==> src/rtl/crc32_frame_engine_if.sv <==
// crc32_frame_engine_if: beat stream into the CRC engine and its result/status outputs.
interface crc32_frame_engine_if #(
   parameter int DATA_WIDTH = 64
);
   localparam int KEEP_WIDTH = DATA_WIDTH / 8;
   logic [DATA_WIDTH-1:0] i_data;
   logic [KEEP_WIDTH-1:0] i_keep;
   logic                  i_valid;
   logic                  i_last;
   logic                  i_flush;
   logic [31:0]           o_crc;
   logic                  o_crc_valid;
   logic                  o_fcs_ok;
   logic                  o_err;
   logic [31:0]           o_crc_state;
   logic [15:0]           o_byte_cnt;
   modport master (
      output i_data, i_keep, i_valid, i_last, i_flush,
      input  o_crc, o_crc_valid, o_fcs_ok, o_err, o_crc_state, o_byte_cnt
   );
   modport slave (
      input  i_data, i_keep, i_valid, i_last, i_flush,
      output o_crc, o_crc_valid, o_fcs_ok, o_err, o_crc_state, o_byte_cnt
   );
endinterface

==> src/rtl/crc32_frame_engine.sv <==
// crc32_frame_engine: one-beat-per-cycle reflected CRC-32 (IEEE 802.3) over keep-qualified frames,
// with FCS residue check, byte count and illegal-keep detection.
module crc32_frame_engine #(
   parameter int          DATA_WIDTH  = 64,
   parameter logic [31:0] CRC_INIT    = 32'hFFFFFFFF,
   parameter logic [31:0] CRC_XOROUT  = 32'hFFFFFFFF,
   parameter logic [31:0] CRC_RESIDUE = 32'hDEBB20E3
) (
   input logic                 i_clk,
   input logic                 i_reset_n,
   crc32_frame_engine_if.slave bus
);
   localparam int KEEP_WIDTH = DATA_WIDTH / 8;
   localparam logic [KEEP_WIDTH-1:0] KEEP_ONE = KEEP_WIDTH'(1);
   typedef enum logic {IDLE, ACTIVE} state_t;
   state_t      state_q, state_d;
   logic [31:0] crc_state_q, crc_state_d, crc_q, crc_d, crc_next;
   logic [15:0] byte_cnt_q, byte_cnt_d;
   logic [16:0] byte_sum;
   logic        crc_valid_q, crc_valid_d, fcs_ok_q, fcs_ok_d, err_q, err_d, keep_ok;

   function automatic logic [31:0] crc_update(input logic [31:0] c, input logic [DATA_WIDTH-1:0] d,
                                              input logic [KEEP_WIDTH-1:0] k);
      logic [31:0] r;
      r = c;
      for (int i = 0; i < KEEP_WIDTH; i++)
         for (int j = 0; j < 8; j++)
            if (k[i]) r = {1'b0, r[31:1]} ^ ((r[0] ^ d[8*i+j]) ? 32'hEDB88320 : 32'h0);
      return r;
   endfunction

   always_comb begin
      keep_ok = bus.i_last ? (bus.i_keep != '0 && (bus.i_keep & (bus.i_keep + KEEP_ONE)) == '0)
                           : &bus.i_keep;
      crc_next = crc_update(state_q == ACTIVE ? crc_state_q : CRC_INIT, bus.i_data, bus.i_keep);
      byte_sum = (state_q == ACTIVE ? {1'b0, byte_cnt_q} : 17'd0) + 17'($countones(bus.i_keep));
      state_d = state_q;
      crc_state_d = crc_state_q;
      crc_d = crc_q;
      byte_cnt_d = byte_cnt_q;
      fcs_ok_d = fcs_ok_q;
      crc_valid_d = 1'b0;
      err_d = 1'b0;
      // flush beats any beat presented alongside it
      if (bus.i_flush) begin
         state_d = IDLE;
         crc_state_d = CRC_INIT;
         byte_cnt_d = '0;
      end else if (bus.i_valid && !keep_ok) begin
         state_d = IDLE;
         err_d = 1'b1;
      end else if (bus.i_valid) begin
         state_d = bus.i_last ? IDLE : ACTIVE;
         crc_state_d = crc_next;
         byte_cnt_d = byte_sum[16] ? 16'hFFFF : byte_sum[15:0];
         crc_valid_d = bus.i_last;
         crc_d = bus.i_last ? crc_next ^ CRC_XOROUT : crc_q;
         fcs_ok_d = bus.i_last ? crc_next == CRC_RESIDUE : fcs_ok_q;
      end
   end

   always_ff @(posedge i_clk or negedge i_reset_n)
      if (!i_reset_n) begin
         state_q <= IDLE;
         crc_state_q <= CRC_INIT;
         crc_q <= '0;
         byte_cnt_q <= '0;
         crc_valid_q <= 1'b0;
         fcs_ok_q <= 1'b0;
         err_q <= 1'b0;
      end else begin
         state_q <= state_d;
         crc_state_q <= crc_state_d;
         crc_q <= crc_d;
         byte_cnt_q <= byte_cnt_d;
         crc_valid_q <= crc_valid_d;
         fcs_ok_q <= fcs_ok_d;
         err_q <= err_d;
      end

   assign bus.o_crc = crc_q;
   assign bus.o_crc_valid = crc_valid_q;
   assign bus.o_fcs_ok = fcs_ok_q;
   assign bus.o_err = err_q;
   assign bus.o_crc_state = crc_state_q;
   assign bus.o_byte_cnt = byte_cnt_q;
endmodule

==> src/flat_wrapper.sv <==
// flat-port wrapper written by rule: the top's interface ports become plain ports
module crc32_frame_engine_flat 
#(
   parameter int          DATA_WIDTH  = 64,
   parameter logic [31:0] CRC_INIT    = 32'hFFFFFFFF,
   parameter logic [31:0] CRC_XOROUT  = 32'hFFFFFFFF,
   parameter logic [31:0] CRC_RESIDUE = 32'hDEBB20E3
)
  (i_clk, i_reset_n, bus_i_data, bus_i_keep, bus_i_valid, bus_i_last, bus_i_flush, bus_o_crc, bus_o_crc_valid, bus_o_fcs_ok, bus_o_err, bus_o_crc_state, bus_o_byte_cnt);
  crc32_frame_engine_if #(.DATA_WIDTH(DATA_WIDTH)) bus_i ();
  input logic i_clk;
  input logic i_reset_n;
  input wire logic [$bits(bus_i.i_data)-1:0] bus_i_data;
  input wire logic [$bits(bus_i.i_keep)-1:0] bus_i_keep;
  input wire logic [$bits(bus_i.i_valid)-1:0] bus_i_valid;
  input wire logic [$bits(bus_i.i_last)-1:0] bus_i_last;
  input wire logic [$bits(bus_i.i_flush)-1:0] bus_i_flush;
  output wire logic [$bits(bus_i.o_crc)-1:0] bus_o_crc;
  output wire logic [$bits(bus_i.o_crc_valid)-1:0] bus_o_crc_valid;
  output wire logic [$bits(bus_i.o_fcs_ok)-1:0] bus_o_fcs_ok;
  output wire logic [$bits(bus_i.o_err)-1:0] bus_o_err;
  output wire logic [$bits(bus_i.o_crc_state)-1:0] bus_o_crc_state;
  output wire logic [$bits(bus_i.o_byte_cnt)-1:0] bus_o_byte_cnt;
  assign bus_i.i_data = bus_i_data;
  assign bus_i.i_keep = bus_i_keep;
  assign bus_i.i_valid = bus_i_valid;
  assign bus_i.i_last = bus_i_last;
  assign bus_i.i_flush = bus_i_flush;
  assign bus_o_crc = bus_i.o_crc;
  assign bus_o_crc_valid = bus_i.o_crc_valid;
  assign bus_o_fcs_ok = bus_i.o_fcs_ok;
  assign bus_o_err = bus_i.o_err;
  assign bus_o_crc_state = bus_i.o_crc_state;
  assign bus_o_byte_cnt = bus_i.o_byte_cnt;
  crc32_frame_engine #(.DATA_WIDTH(DATA_WIDTH), .CRC_INIT(CRC_INIT), .CRC_XOROUT(CRC_XOROUT), .CRC_RESIDUE(CRC_RESIDUE)) u_core (.i_clk(i_clk), .i_reset_n(i_reset_n), .bus(bus_i));
endmodule
==> config.mk <==
export PLATFORM = sky130hd
export DESIGN_NAME = crc32_frame_engine_flat
export DESIGN_NICKNAME = d
export VERILOG_FILES = /design/src/rtl/crc32_frame_engine_if.sv /design/src/rtl/crc32_frame_engine.sv /design/src/flat_wrapper.sv
export SDC_FILE = /design/constraint.sdc
export NUM_CORES = 1
export LEC_CHECK = 0
export CAP_MARGIN = 10
export CORE_MARGIN = 2
export CORE_UTILIZATION = 50
export CTS_BUF_LIST = sky130_fd_sc_hd__clkbuf_8 sky130_fd_sc_hd__clkbuf_16
export CTS_CLUSTER_SIZE = 8
export DETAILED_ROUTE_END_ITERATION = 12
export PLACE_DENSITY = 0.68
export REMOVE_ABC_BUFFERS = 1
export SETUP_SLACK_MARGIN = 0.1
export SLEW_MARGIN = 20
export SYNTH_ARGS = -nofsm -noshare
export SYNTH_HDL_FRONTEND = slang
export SYNTH_SLANG_ARGS = --single-unit
==> constraint.sdc <==
create_clock -name i_clk -period 18 [get_ports i_clk]
set_input_delay 3.6 -clock i_clk [delete_from_list [all_inputs] [get_ports i_clk]]
set_output_delay 3.6 -clock i_clk [all_outputs]
set_load 0.05 [all_outputs]
==> impl_metrics.py <==
metrics = {
    "cts": {
        "clockBufferDepth": 2,
        "clock_latency_ps": 330,
        "cts_buffers": 9,
        "ctsResizeCount": 0,
        "cts_hold_buf": 0,
        "cts_tree": "built",
        "cts_setup_buffers": 0,
        "htree_levels": 3,
        "cts.clk_slew.worst_paths_ps": 60,
        "clockRootBuffer": "clkbuf_16",
        "cts_sinks": 84,
    },
    "critical_path": {
        "critPathMostFrequentCell": "xnor3_1",
        "arrival_ps": 16930,
        "r2r-end": "u_core.bus.o_fcs_ok",
        "cp_slowest_cell": "buf_2",
        "path_max_fanout": 61,
        "critPathMaxStageDelay_ps": 760,
        "crit_end": "u_core.bus.o_fcs_ok",
        "end_kind": "register",
        "reg2regPathDepth": 35,
        "timing.rr.start": "u_core.state_q",
        "crit_required_ps": 18240,
        "cp-start-kind": "primary input",
        "worstSetupStartpoint": "bus_i_keep[0]",
        "setup.worst_path.class": "primary input to register",
        "reg2reg_slack_ps": 4330,
    },
    "sta": {
        "setup_violations": 0,
        "fin_worst_skew_ps": 6.63,
        "clock.fmax_ghz": 0.0599,
        "finalCriticalPeriod_ps": 16680,
        "hold_viol_final": 0,
        "max_slew_margin_pct": 27.1,
        "maxSlewViolCount": 0,
        "rsz0062_at_grt": "no",
        "worstMarginPinSlew_ps": 1090,
        "period_share_pct": 92.7,
        "setup_tns_ps": 0,
    },
    "synthesis": {
        "synth_edf_count": 0,
        "yosys.cell_types.count": 123,
        "ys_seq_area_share_pct": 11.5,
        "netlist_area_um2": 18600,
        "syn_inst": 2216,
        "yosys_most_used_dff": "dfrtp_1",
        "async_flop_share_pct": 100,
        "yosys_warnings": 0,
        "syn_area_per_cell_um2": 8.42,
        "ys_ff_latch": 84,
    },
    "place": {
        "port-buffer-count": 159,
        "gp_congestion": 0.959,
        "hpwl_um": 51100,
    },
    "finish": {
        "seq_area_um2": 2140,
        "fin_nets": 2374,
        "layout-drive-gt1-share_pct": 9.86,
        "diodes": 0,
        "multiInputGateArea_um2": 15800,
        "area_growth_pct": 11.4,
        "fillers": 3410,
    },
    "drt": {
        "dr.pass1.iters": 5,
        "wl_met2_um": 30500,
        "drc_errors": 0,
        "finalWirelength_um": 64700,
        "met3WireLength_um": 4200,
        "wl_met1_um": 28000,
        "via_per_inst": 6.24,
        "vias": 17163,
        "dr.max_layer_used": "met4",
        "antenna_left": 0,
        "wire_per_inst_um": 23.5,
        "drt_iter0_drc": 1691,
    },
    "global_routing": {
        "grt_pass1_vias": 16440,
        "antenna_found_initial": 0,
        "grt_max_degree": 85,
        "overflow": 0,
        "grt_use_total_pct": 33.0,
        "grt_pass1_wl_um": 99500,
    },
    "job": {
        "drv_cap": 0,
    },
    "die": {
        "start_util_pct": 50.8,
        "placementRows": 70,
        "io-pin-count": 160,
        "die_width_um": 197,
        "die_area_um2": 38900,
        "core_area_um2": 36700,
        "die_y_um": 197,
    },
    "hold_path": {
        "hold_path.class": "register to register",
        "min_from": "u_core.bus.o_crc[20]",
    },
    "outcome": {
        "status": "completed",
    },
}
==> critical path, delay by kind of cell <==
family,cells,cell delay [ps]
xor+xnor,12,4270
compound gates,8,2500
mux,5,1910
simple gates,7,2590
buf+inv,4,2000
==> placed cells by master (no fill, tap or decap), types with 8 or more instances in the layout <==
master | Yosys | routed
o21ai_0 | 98 | 98
nor3_1 | 41 | 41
nand4_1 | 14 | 14
a21oi_1 | 130 | 130
xor2_1 | 140 | 140
xnor2_2 | 16 | 16
clkbuf_16 | 0 | 9
xor3_1 | 13 | 13
nand2b_1 | 19 | 19
dfrtp_1 | 52 | 51
mux2i_1 | 107 | 107
xnor3_1 | 83 | 83
o211ai_1 | 27 | 27
mux2_2 | 31 | 31
nor4_1 | 13 | 13
nor2_1 | 220 | 220
and2_1 | 26 | 26
buf_4 | 6 | 23
or3_1 | 18 | 18
o22ai_1 | 8 | 8
a21o_1 | 15 | 15
buf_2 | 16 | 8
nand2_1 | 204 | 204
ha_1 | 14 | 14
o21a_1 | 10 | 10
nor2b_1 | 10 | 10
nand3_1 | 54 | 54
xnor2_1 | 341 | 341
and3_1 | 16 | 16
clkdlybuf4s50_1 | 0 | 150
nor3b_1 | 11 | 11
o2111ai_1 | 8 | 8
a31oi_1 | 17 | 16
dfstp_2 | 32 | 32
o211a_1 | 8 | 8
a211oi_1 | 24 | 24
inv_1 | 28 | 29
==> cells by family (layout without fill, tap and decap cells) <==
logic type | Yosys count | after routing | synth area share (%)
and+or+nand+nor | 701 | 701 | 18.0
xor gates and xnor gates | 612 | 612 | 38.2
AOI/OAI and AO/OA | 488 | 488 | 18.8
buffers and inverters | 166 | 232 | 3.65
muxes | 145 | 145 | 8.37
DFF | 84 | 84 | 11.5
adders and majority gates | 20 | 20 | 1.58
==> how the worst min path moves through the flow <==
stage | endpoint | slack [ps] | cells past startpoint
after global placement | u_core.bus.o_crc[22] | 470 | 2
after CTS | u_core.bus.o_crc[20] | 480 | 2
after floorplan | u_core.bus.o_crc_state[23] | 600 | 2
after detailed placement | u_core.bus.o_crc[30] | 470 | 1
final | u_core.bus.o_crc[20] | 480 | 2
after global routing | u_core.bus.o_crc[30] | 510 | 1
==> per-stage QoR <==
stage               hold slack (ps)  cells  worst slack [ps]  area, µm²  utilization [%]
floorplan                       601   2084              2450      18100                -
global placement                467   2734              1300      20400             55.6
detailed placement              470   2734              1040      20400             55.6
CTS                             484   2750              1410      20800             56.6
global route                    510   2750               592      20800             56.6
finish                          480   2750              1320      20800             56.6
==> registers in the layout (all words and copies together) (netlist names) <==
| name | count |
|---|---|
| u_core.bus.o_crc | 32 |
| u_core.bus.o_crc_state | 32 |
| u_core.bus.o_byte_cnt | 16 |
| u_core.bus.o_crc_valid | 1 |
| u_core.bus.o_err | 1 |
| u_core.bus.o_fcs_ok | 1 |
| u_core.state_q | 1 |
==> cell type report <==
type	instances	share of cell area (%)
clock buffer	10	1.15
inverter	34	0.614
timing repair buffer	182	8.31
tap	468	2.82
sequential	84	10.3
clock inverter	6	0.536
multi-input combinational	1966	76.3
==> metal layers <==
metal  vias up  GRT usage (%)
met5         -              0
li1       7972              -
met2       750           54.6
met3       129           2.51
met4         0           9.55
met1      8312           46.2
==> cell usage after synthesis, types with 31 or more instances <==
cell type | number | area [µm²]
xnor2_1 | 341 | 2990
dfrtp_1 | 52 | 1300
xor2_1 | 140 | 1230
nand3_1 | 54 | 270
o21ai_0 | 98 | 490
dfstp_2 | 32 | 841
xnor3_1 | 83 | 1870
mux2i_1 | 107 | 1070
nand2_1 | 204 | 766
clkbuf_1 | 79 | 297
a21oi_1 | 130 | 651
mux2_2 | 31 | 349
nor2_1 | 220 | 826
nor3_1 | 41 | 205
Power is left out: the tool's default activity adds up to more than one toggle a clock period on the data nets, which glitch-free logic cannot reach.
